<file path="src/rtl/ibex_pkg.sv">
// Shared Ibex definitions used by the PMP CSR block: CSR addresses and PMP config types.
package ibex_pkg;

  typedef enum logic [1:0] {
    PMP_MODE_OFF   = 2'b00,
    PMP_MODE_TOR   = 2'b01,
    PMP_MODE_NA4   = 2'b10,
    PMP_MODE_NAPOT = 2'b11
  } pmp_cfg_mode_e;

  typedef struct packed {
    logic          lock;
    pmp_cfg_mode_e mode;
    logic          exec;
    logic          write;
    logic          read;
  } pmp_cfg_t;

  typedef struct packed {
    logic rlb;
    logic mmwp;
    logic mml;
  } pmp_mseccfg_t;

  localparam logic [11:0] CSR_PMPCFG0   = 12'h3A0;
  localparam logic [11:0] CSR_PMPCFG1   = 12'h3A1;
  localparam logic [11:0] CSR_PMPCFG2   = 12'h3A2;
  localparam logic [11:0] CSR_PMPCFG3   = 12'h3A3;
  localparam logic [11:0] CSR_PMPADDR0  = 12'h3B0;
  localparam logic [11:0] CSR_PMPADDR1  = 12'h3B1;
  localparam logic [11:0] CSR_PMPADDR2  = 12'h3B2;
  localparam logic [11:0] CSR_PMPADDR3  = 12'h3B3;
  localparam logic [11:0] CSR_PMPADDR4  = 12'h3B4;
  localparam logic [11:0] CSR_PMPADDR5  = 12'h3B5;
  localparam logic [11:0] CSR_PMPADDR6  = 12'h3B6;
  localparam logic [11:0] CSR_PMPADDR7  = 12'h3B7;
  localparam logic [11:0] CSR_PMPADDR8  = 12'h3B8;
  localparam logic [11:0] CSR_PMPADDR9  = 12'h3B9;
  localparam logic [11:0] CSR_PMPADDR10 = 12'h3BA;
  localparam logic [11:0] CSR_PMPADDR11 = 12'h3BB;
  localparam logic [11:0] CSR_PMPADDR12 = 12'h3BC;
  localparam logic [11:0] CSR_PMPADDR13 = 12'h3BD;
  localparam logic [11:0] CSR_PMPADDR14 = 12'h3BE;
  localparam logic [11:0] CSR_PMPADDR15 = 12'h3BF;
  localparam logic [11:0] CSR_MSECCFG   = 12'h747;
  localparam logic [11:0] CSR_MSECCFGH  = 12'h757;

endpackage

</file>
<file path="src/rtl/ibex_pmp_csr_shadow_reg.sv">
// Enabled register with reset value; with PMP_CSR_SHADOW_EN it keeps an inverted
// shadow copy and flags any bitwise disagreement on err_o.
module ibex_pmp_csr_shadow_reg #(
  parameter int unsigned       Width      = 32,
  parameter logic [Width-1:0]  ResetValue = '0
) (
  input  logic             clk_i,
  input  logic             rst_i,
  input  logic             en_i,
  input  logic [Width-1:0] d_i,
  output logic [Width-1:0] q_o,
  output logic             err_o
);

  always_ff @(posedge clk_i or posedge rst_i) begin
    if (rst_i) begin
      q_o <= ResetValue;
    end else if (en_i) begin
      q_o <= d_i;
    end
  end

`ifdef PMP_CSR_SHADOW_EN
  logic [Width-1:0] shadow_q;

  always_ff @(posedge clk_i or posedge rst_i) begin
    if (rst_i) begin
      shadow_q <= ~ResetValue;
    end else if (en_i) begin
      shadow_q <= ~d_i;
    end
  end

  assign err_o = |(q_o ^ ~shadow_q);
`else
  assign err_o = 1'b0;
`endif

endmodule

</file>
<file path="src/rtl/ibex_pmp_csr_regs.sv">
// PMP CSR state (pmpcfg, pmpaddr, mseccfg) with WARL, lock and Smepmp write rules.
// Define PMP_CSR_SHADOW_EN to add inverted shadow copies and a sticky mismatch flag.
module ibex_pmp_csr_regs import ibex_pkg::*; #(
  parameter int unsigned PMPGranularity = 0,
  parameter int unsigned PMPNumRegions  = 4
) (
  input  logic         clk_i,
  input  logic         rst_i,
  input  logic         csr_we_i,
  input  logic [11:0]  csr_addr_i,
  input  logic [31:0]  csr_wdata_i,
  output logic [31:0]  csr_rdata_o,
  output logic         csr_hit_o,
  output pmp_cfg_t     csr_pmp_cfg_o [PMPNumRegions],
  output logic [33:0]  csr_pmp_addr_o [PMPNumRegions],
  output pmp_mseccfg_t csr_pmp_mseccfg_o,
  output logic         csr_shadow_err_o
);

  function automatic logic [31:0] napot_ones_mask();
    logic [31:0] m;
    m = '0;
    for (int b = 0; b < 32; b++) if (b + 2 <= int'(PMPGranularity)) m[b] = 1'b1;
    return m;
  endfunction

  function automatic logic [31:0] off_zeros_mask();
    logic [31:0] m;
    m = '0;
    for (int b = 0; b < 32; b++) if (b < int'(PMPGranularity)) m[b] = 1'b1;
    return m;
  endfunction

  localparam logic [31:0] NapotOnesMask = napot_ones_mask();
  localparam logic [31:0] OffZerosMask  = off_zeros_mask();

  // WARL legalisation of a cfg byte that has already passed the lock/MML checks.
  function automatic pmp_cfg_t cfg_legalise(pmp_cfg_t c, logic mml);
    pmp_cfg_t r;
    r = c;
    if (!mml && c.write && !c.read) r.write = 1'b0;
    if (PMPGranularity >= 1 && c.mode == PMP_MODE_NA4) r.mode = PMP_MODE_OFF;
    return r;
  endfunction

  function automatic logic [31:0] addr_read(logic [31:0] a, pmp_cfg_mode_e m);
    if (m == PMP_MODE_NAPOT) return a | NapotOnesMask;
    else if (m == PMP_MODE_OFF || m == PMP_MODE_TOR) return a & ~OffZerosMask;
    else return a;
  endfunction

  pmp_cfg_t                 cfg_q  [PMPNumRegions];
  logic [31:0]              addr_q [PMPNumRegions];
  pmp_mseccfg_t             msec_q;
  pmp_mseccfg_t             msec_new;
  logic                     any_lock;
  logic [PMPNumRegions-1:0] cfg_err;
  logic [PMPNumRegions-1:0] addr_err;
  logic                     msec_err;

  always_comb begin
    any_lock = 1'b0;
    for (int i = 0; i < int'(PMPNumRegions); i++) any_lock = any_lock | cfg_q[i].lock;
  end

  for (genvar i = 0; i < PMPNumRegions; i++) begin : g_region
    localparam int unsigned ByteLsb = 8 * (i % 4);
    pmp_cfg_t cfg_new;
    logic     cfg_rej;
    logic     cfg_en;
    logic     addr_rej;
    logic     addr_en;

    assign cfg_new = {csr_wdata_i[ByteLsb+7], csr_wdata_i[ByteLsb+4 -: 5]};
    // M-mode executable locked rules may only be created while rlb is set.
    assign cfg_rej = (cfg_q[i].lock && !msec_q.rlb) ||
                     (msec_q.mml && !msec_q.rlb && cfg_new.lock &&
                      ((cfg_new.exec && !(cfg_new.read && cfg_new.write)) ||
                       (!cfg_new.read && cfg_new.write)));
    assign cfg_en  = csr_we_i && (csr_addr_i == CSR_PMPCFG0 + 12'(i / 4)) && !cfg_rej;

    if (i + 1 < PMPNumRegions) begin : g_tor
      assign addr_rej = (cfg_q[i].lock || (cfg_q[i+1].lock && cfg_q[i+1].mode == PMP_MODE_TOR))
                        && !msec_q.rlb;
    end else begin : g_last
      assign addr_rej = cfg_q[i].lock && !msec_q.rlb;
    end
    assign addr_en = csr_we_i && (csr_addr_i == CSR_PMPADDR0 + 12'(i)) && !addr_rej;

    ibex_pmp_csr_shadow_reg #(.Width($bits(pmp_cfg_t)), .ResetValue('0)) u_cfg (
      .clk_i (clk_i),
      .rst_i (rst_i),
      .en_i  (cfg_en),
      .d_i   (cfg_legalise(cfg_new, msec_q.mml)),
      .q_o   (cfg_q[i]),
      .err_o (cfg_err[i])
    );

    ibex_pmp_csr_shadow_reg #(.Width(32), .ResetValue('0)) u_addr (
      .clk_i (clk_i),
      .rst_i (rst_i),
      .en_i  (addr_en),
      .d_i   (csr_wdata_i),
      .q_o   (addr_q[i]),
      .err_o (addr_err[i])
    );

    assign csr_pmp_cfg_o[i]  = cfg_q[i];
    assign csr_pmp_addr_o[i] = {addr_q[i], 2'b00};
  end

  // mml/mmwp are sticky; rlb can only be raised while nothing is locked.
  always_comb begin
    msec_new      = msec_q;
    msec_new.mml  = msec_q.mml | csr_wdata_i[0];
    msec_new.mmwp = msec_q.mmwp | csr_wdata_i[1];
    msec_new.rlb  = csr_wdata_i[2] & (msec_q.rlb | ~any_lock);
  end

  ibex_pmp_csr_shadow_reg #(.Width($bits(pmp_mseccfg_t)), .ResetValue('0)) u_msec (
    .clk_i (clk_i),
    .rst_i (rst_i),
    .en_i  (csr_we_i && csr_addr_i == CSR_MSECCFG),
    .d_i   (msec_new),
    .q_o   (msec_q),
    .err_o (msec_err)
  );

  assign csr_pmp_mseccfg_o = msec_q;

  assign csr_hit_o = (csr_addr_i[11:2] == CSR_PMPCFG0[11:2]) ||
                     (csr_addr_i[11:4] == CSR_PMPADDR0[11:4]) ||
                     (csr_addr_i == CSR_MSECCFG) || (csr_addr_i == CSR_MSECCFGH);

  always_comb begin
    csr_rdata_o = '0;
    for (int i = 0; i < int'(PMPNumRegions); i++) begin
      if (csr_addr_i == CSR_PMPCFG0 + 12'(i / 4)) begin
        csr_rdata_o[8*(i%4) +: 8] = {cfg_q[i].lock, 2'b00, cfg_q[i].mode,
                                     cfg_q[i].exec, cfg_q[i].write, cfg_q[i].read};
      end
      if (csr_addr_i == CSR_PMPADDR0 + 12'(i)) begin
        csr_rdata_o = addr_read(addr_q[i], cfg_q[i].mode);
      end
    end
    if (csr_addr_i == CSR_MSECCFG) csr_rdata_o = {29'd0, msec_q};
  end

`ifdef PMP_CSR_SHADOW_EN
  logic shadow_err_q;

  always_ff @(posedge clk_i or posedge rst_i) begin
    if (rst_i) begin
      shadow_err_q <= 1'b0;
    end else if ((|cfg_err) || (|addr_err) || msec_err) begin
      shadow_err_q <= 1'b1;
    end
  end

  assign csr_shadow_err_o = shadow_err_q;
`else
  assign csr_shadow_err_o = (|cfg_err) | (|addr_err) | msec_err;
`endif

endmodule
</file>
<file path="config.mk">
export PLATFORM = sky130hd
export DESIGN_NAME = ibex_pmp_csr_regs
export DESIGN_NICKNAME = d
export VERILOG_FILES = /design/src/rtl/ibex_pkg.sv /design/src/rtl/ibex_pmp_csr_shadow_reg.sv /design/src/rtl/ibex_pmp_csr_regs.sv
export SDC_FILE = /design/constraint.sdc
export NUM_CORES = 1
export LEC_CHECK = 0
export BUFFER_PORTS_ARGS = -buffer_cell sky130_fd_sc_hd__buf_2
export CELL_PAD_IN_SITES_DETAIL_PLACEMENT = 1
export CELL_PAD_IN_SITES_GLOBAL_PLACEMENT = 1
export CORE_ASPECT_RATIO = 1.5
export CORE_MARGIN = 8
export CORE_UTILIZATION = 39
export CTS_CLUSTER_DIAMETER = 120
export DETAILED_ROUTE_END_ITERATION = 8
export PLACE_DENSITY_LB_ADDON = 0.3
export SYNTH_ARGS = -nofsm -noshare
export SYNTH_HDL_FRONTEND = slang
export SYNTH_SLANG_ARGS = --single-unit
</file>
<file path="constraint.sdc">
create_clock -name clk_i -period 5.8 [get_ports clk_i]
set_input_delay 1.16 -clock clk_i [delete_from_list [all_inputs] [get_ports clk_i]]
set_output_delay 1.16 -clock clk_i [all_outputs]
set_load 0.01 [all_outputs]
</file>
After elaboration in Yosys (flattened, before gate mapping)
Cells that the tools add are included.

cells by class
  equal/unequal tests = 12
  multiplexer cells = 13
  bitwise logic cells = 8
  reductions and logical operators = 85

operators by type and width
  kind                    number
  $mux W32                5
  $eq A12 B10 Y1 const B  5
  $logic_and A1 B1 Y1     53
  $mux W8                 4
  $eq A12 B11 Y1 const B  2
  $logic_not A1 Y1        18
  $logic_or A1 B1 Y1      14
  $eq A10 B8 Y1 const B   1
  $eq A8 B6 Y1 const B    1
  $eq A2 B1 Y1 const B    3
  $or A1 B1 Y1            6
  $mux W1                 4
  $and A1 B1 Y1           1
  $not A1 Y1              1

word-level totals
  register bits = 155
  bits of input ports = 47
  output and inout port bits = 197
  word-level logic and storage cells = 127

Longest topological paths before layout
  depth after elaboration = 10
  depth in mapped cells = 7
  depth with buffers taken out = 5

Cells and area by module
Synthesis repeated with hierarchy kept, for this count alone.

second synthesis, totals
  cells, all modules = 674
  area total of the unflattened synthesis = 8,584.5 um2

modules (own cells, without submodules)
  module                                             instances  cells each  area each (um2)
  ibex_pmp_csr_shadow_reg at g_region[0].u_addr ...  4          71          1,360.1
  ibex_pmp_csr_regs                                  1          317         1,954.4
  ibex_pmp_csr_shadow_reg at g_region[0].u_cfg ...   4          16          266.5
  ibex_pmp_csr_shadow_reg at u_msec                  1          9           123.9

Worst setup path before layout
No wires, ideal clock.

  path kind = input to output
  start point = in csr_addr_i[3]
  end point = out csr_rdata_o[9]
  arrival = 2.797 ns
  data required time = 4.640 ns
  slack = 1.843 ns
  cell stages on the path = 7
  path buffers = 2
  cells stage by stage = or2_4 or4b_1 clkbuf_1 clkbuf_1 a2111oi_0 a21oi_1 o21ai_0

on the way
  word-level cells in the longest chain between the ends = 7
  elaborated cells between the ends (all ways) = 12

RTL lines
  what                    RTL line                  RTL
  start, declared         ibex_pmp_csr_regs.sv:10   input logic [11:0] csr_addr_i,
  $eq A12 B10 Y1          ibex_pmp_csr_regs.sv:142  if (csr_addr_i == CSR_PMPADDR0 + 12'(i)) begin
  $mux W32                ibex_pmp_csr_regs.sv:142
  $mux W8                 ibex_pmp_csr_regs.sv:138  if (csr_addr_i == CSR_PMPCFG0 + 12'(i / 4)) begin
  $mux W32 (3 in series)  ibex_pmp_csr_regs.sv:142
  $mux W32 *              ibex_pmp_csr_regs.sv:146  if (csr_addr_i == CSR_MSECCFG) csr_rdata_o = {29'd0, msec_q};
  end, declared           ibex_pmp_csr_regs.sv:12   output logic [31:0] csr_rdata_o,

Mark *: on every way between the ends. The rest lies on a longest branch, timed or not.

Final worst setup path
  start point = in csr_addr_i[10]
  end point = out csr_rdata_o[18]

on the way
  word-level cells in the longest chain between the ends = 7
  elaborated cells between the ends (all ways) = 12

RTL lines
  what                    RTL line
  $eq A12 B10 Y1          ibex_pmp_csr_regs.sv:142
  $mux W32 (2 in series)  ibex_pmp_csr_regs.sv:142
  $mux W8                 ibex_pmp_csr_regs.sv:138
  $mux W32 (2 in series)  ibex_pmp_csr_regs.sv:142
  $mux W32 *              ibex_pmp_csr_regs.sv:146

Marked as above.

==> flow_metrics.env <==
export IMPL_cts_repair_resized=0
export IMPL_drive_gt1_share_pct=49.7
export IMPL_setup_viol=0
export IMPL_setup_tns_ns=0
export IMPL_power_density_nw_per_um2=251
export IMPL_overflow=0
export IMPL_path_class="input pin to output pin"
export IMPL_hpwl_um=19900
export IMPL_drt_wl_total_um=28400
export IMPL_start_util_pct=39.6
export IMPL_clk_latency_ns=0.43
export IMPL_synthMuxAreaShare_pct=24.5
export IMPL_synth_compound_area_share_pct=11.5
export IMPL_path_cells="buf_2 > nand2b_1 > or4_1 > nor2_1 > a22oi_1 > nand2_1 > buf_2"
export IMPL_ys_seq_elements=155
export IMPL_cts_hold_buf=0
export IMPL_post_drt_wl_per_cell_um=24.8
export IMPL_cpPeakStageDelay_ns=0.94
export IMPL_gp_congestion=0.813
export IMPL_viasPerCell=5.52
export IMPL_rsz0062_at_grt="no"
export IMPL_clock_skew_ns=0.00851
export IMPL_synth_edf_count=0
export IMPL_grt_max_degree=107
export IMPL_cts_root_buf="clkbuf_16"
export IMPL_numCtsBuffers=17
export IMPL_cp_arrival_ns=3.46
export IMPL_relSlewSlack_pct=31.8
export IMPL_num_rows=62
export IMPL_coreArea_sq_um=19100
export IMPL_synth_xor_area_share_pct=0
export IMPL_grt_use_total_pct=23.8
export IMPL_grt_pass1_vias=7082
export IMPL_required_ns=4.64
export IMPL_finalHoldViolCount=0
export IMPL_p_leak_nw=5.26
export IMPL_dr_pass1_iters=4
export IMPL_drtAntennaViolNets=0
export IMPL_whs_ns=0.517
export IMPL_end_kind="output pin"
export IMPL_most_common_layout_cells="234 x buf_2, 155 x dfrtp_1, 148 x mux2_2"
export IMPL_ys_seq_area_share_pct=51.4
export IMPL_status="complete, no violations"
export IMPL_path_common_cell="buf_2"
export IMPL_clockBufferDepth=2
export IMPL_cts_setup_buffers=0
export IMPL_async_reset_ff_share_pct=100
export IMPL_crit_path_top_delay_cell="or4_1"
export IMPL_synth_warnings=0
export IMPL_synth_area_per_cell_sq_um=11.6
export IMPL_io_pins=244
export IMPL_synth_simple_gate_area_share_pct=8.29
export IMPL_chipHeight_um=186
export IMPL_ys_types=50
export IMPL_die_area_sq_um=24200
export IMPL_layout_commonest_cell="buf_2"
export IMPL_drc=0
export IMPL_cts_tree="yes"
export IMPL_synth_fa_ha_area_share_pct=0
export IMPL_synthCells=650
export IMPL_synth_top_family_by_area="multiplexers"
export IMPL_clkTransAtPathRegs_ns=0.06
export IMPL_area_delta_synth_final_pct=28.1
export IMPL_htree_levels=4
export IMPL_drv_cap=0
export IMPL_cts_sinks=155
export IMPL_drt_iter0_markers=365
export IMPL_hold_path_class="register to register"
export IMPL_start_kind="input pin"
export IMPL_crit_fanout=12
export IMPL_drv_slew=0
export IMPL_peakVddDrop_mv=0.135
export IMPL_finalCritPeriodShare_pct=79.7
export IMPL_synthFlopType="dfrtp_1"
export IMPL_dr_total_vias=6332
export IMPL_tightest_slew_ns=1.02
export IMPL_antenna_found_initial=1
export IMPL_io_buffers=234
export IMPL_finalCriticalPeriod_ns=4.62
export IMPL_final_util_pct=50.7
export IMPL_die_w_um=130
export IMPL_num_nets_final=925
export IMPL_grt_pass1_wl_um=43500
export IMPL_max_clock_freq_ghz=0.216
export IMPL_netlist_area_sq_um=7550
routing by layer:
layer  GRT usage [%]  part of all wire (%)
met4            8.57                   2.4
met1            28.0                    40
met5               0                     0
met3            4.97                   5.9
met2            41.3                    51
final timing paths:
kind	cells after the start	startpoint	slack, ns	to
worst max-delay path	7	csr_addr_i[10]	1.18	csr_rdata_o[18]
worst min-delay path	2	g_region[0].u_addr.q_o[10]	0.52	g_region[0].u_addr.q_o[10]
worst max register to register	4	g_region[3].u_cfg.q_o[5]	3.51	g_region[2].u_addr.q_o[16]
worst min register to register	2	g_region[0].u_addr.q_o[10]	0.52	g_region[0].u_addr.q_o[10]
max in group asynchronous	3	rst_i	3.61	g_region[2].u_addr.q_o[12]
min in group asynchronous	2	rst_i	0.94	g_region[1].u_addr.q_o[20]
logic make-up (layout without fill, tap and decap cells):
family / Yosys count / count (layout)
simple gates: 124 / 124
flops: 155 / 155
compound gates: 130 / 130
buf+inv: 74 / 307
other cells: 1 / 10
mux: 166 / 166
metrics by stage:
stage / setup slack (ns) / cell area [sq um] / power (W) / std cells
after floorplan: 0.462 / 7580 / 0.00118 / 658
after global placement: 1.25 / 9040 / 0.00123 / 1115
after detailed placement: 1.20 / 9040 / 0.00124 / 1115
after CTS: 1.19 / 9670 / 0.00245 / 1147
after global routing: 0.996 / 9680 / 0.00250 / 1148
final: 1.18 / 9680 / 0.00243 / 1148
synth_stat cells, drive strengths merged (5+ instances only):
| library cell | instances | area, sq um |
|---|---|---|
| buf | 23 | 135 |
| o21ai | 43 | 215 |
| nor3 | 8 | 40.0 |
| a21oi | 21 | 105 |
| or3 | 5 | 31.3 |
| a31oi | 7 | 43.8 |
| nor4 | 5 | 58.8 |
| a22oi | 9 | 67.6 |
| nand2 | 43 | 161 |
| a221o | 5 | 50.1 |
| dfrtp | 155 | 3880 |
| nor2 | 35 | 131 |
| clkbuf | 26 | 97.6 |
| mux2i | 16 | 160 |
| a2111oi | 8 | 70.1 |
| inv | 25 | 93.8 |
| o31a | 9 | 78.8 |
| o221ai | 8 | 70.1 |
| nand3 | 5 | 25.0 |
| mux2 | 150 | 1690 |
power breakdown:
| part | switching [W] | leakage [nW] | total, W | internal, W |
|---|---|---|---|---|
| clock | 0.000469 | 0.305 | 0.00121 | 0.000745 |
| sequential | 0.00000445 | 2.14 | 0.00109 | 0.00109 |
| combinational | 0.0000916 | 2.81 | 0.000126 | 0.0000344 |
critical path, delay by kind of cell:
family / cells / cell delay [ns]
AND/OR/NAND/NOR: 4 / 1.89
buffers and inverters: 2 / 0.27
AO/OA/AOI/OAI: 1 / 0.13
registers in the layout, summed over array words and instances, names as in the netlist:
signal               count
g_region.u_addr.q_o    128
u_msec.q_o               3
g_region.u_cfg.q_o      24
layout make-up:
type | count | area, sq um
well taps | 256 | 320
clock buffers | 22 | 464
inverters | 25 | 98.8
repair buffers | 250 | 1290
diodes | 1 | 2.50
flip-flops and latches | 155 | 3880
clock inverters | 10 | 164
multi-input cells | 429 | 3460
fillers | 2186 | 9410
(Power assumes the default switching activity.)
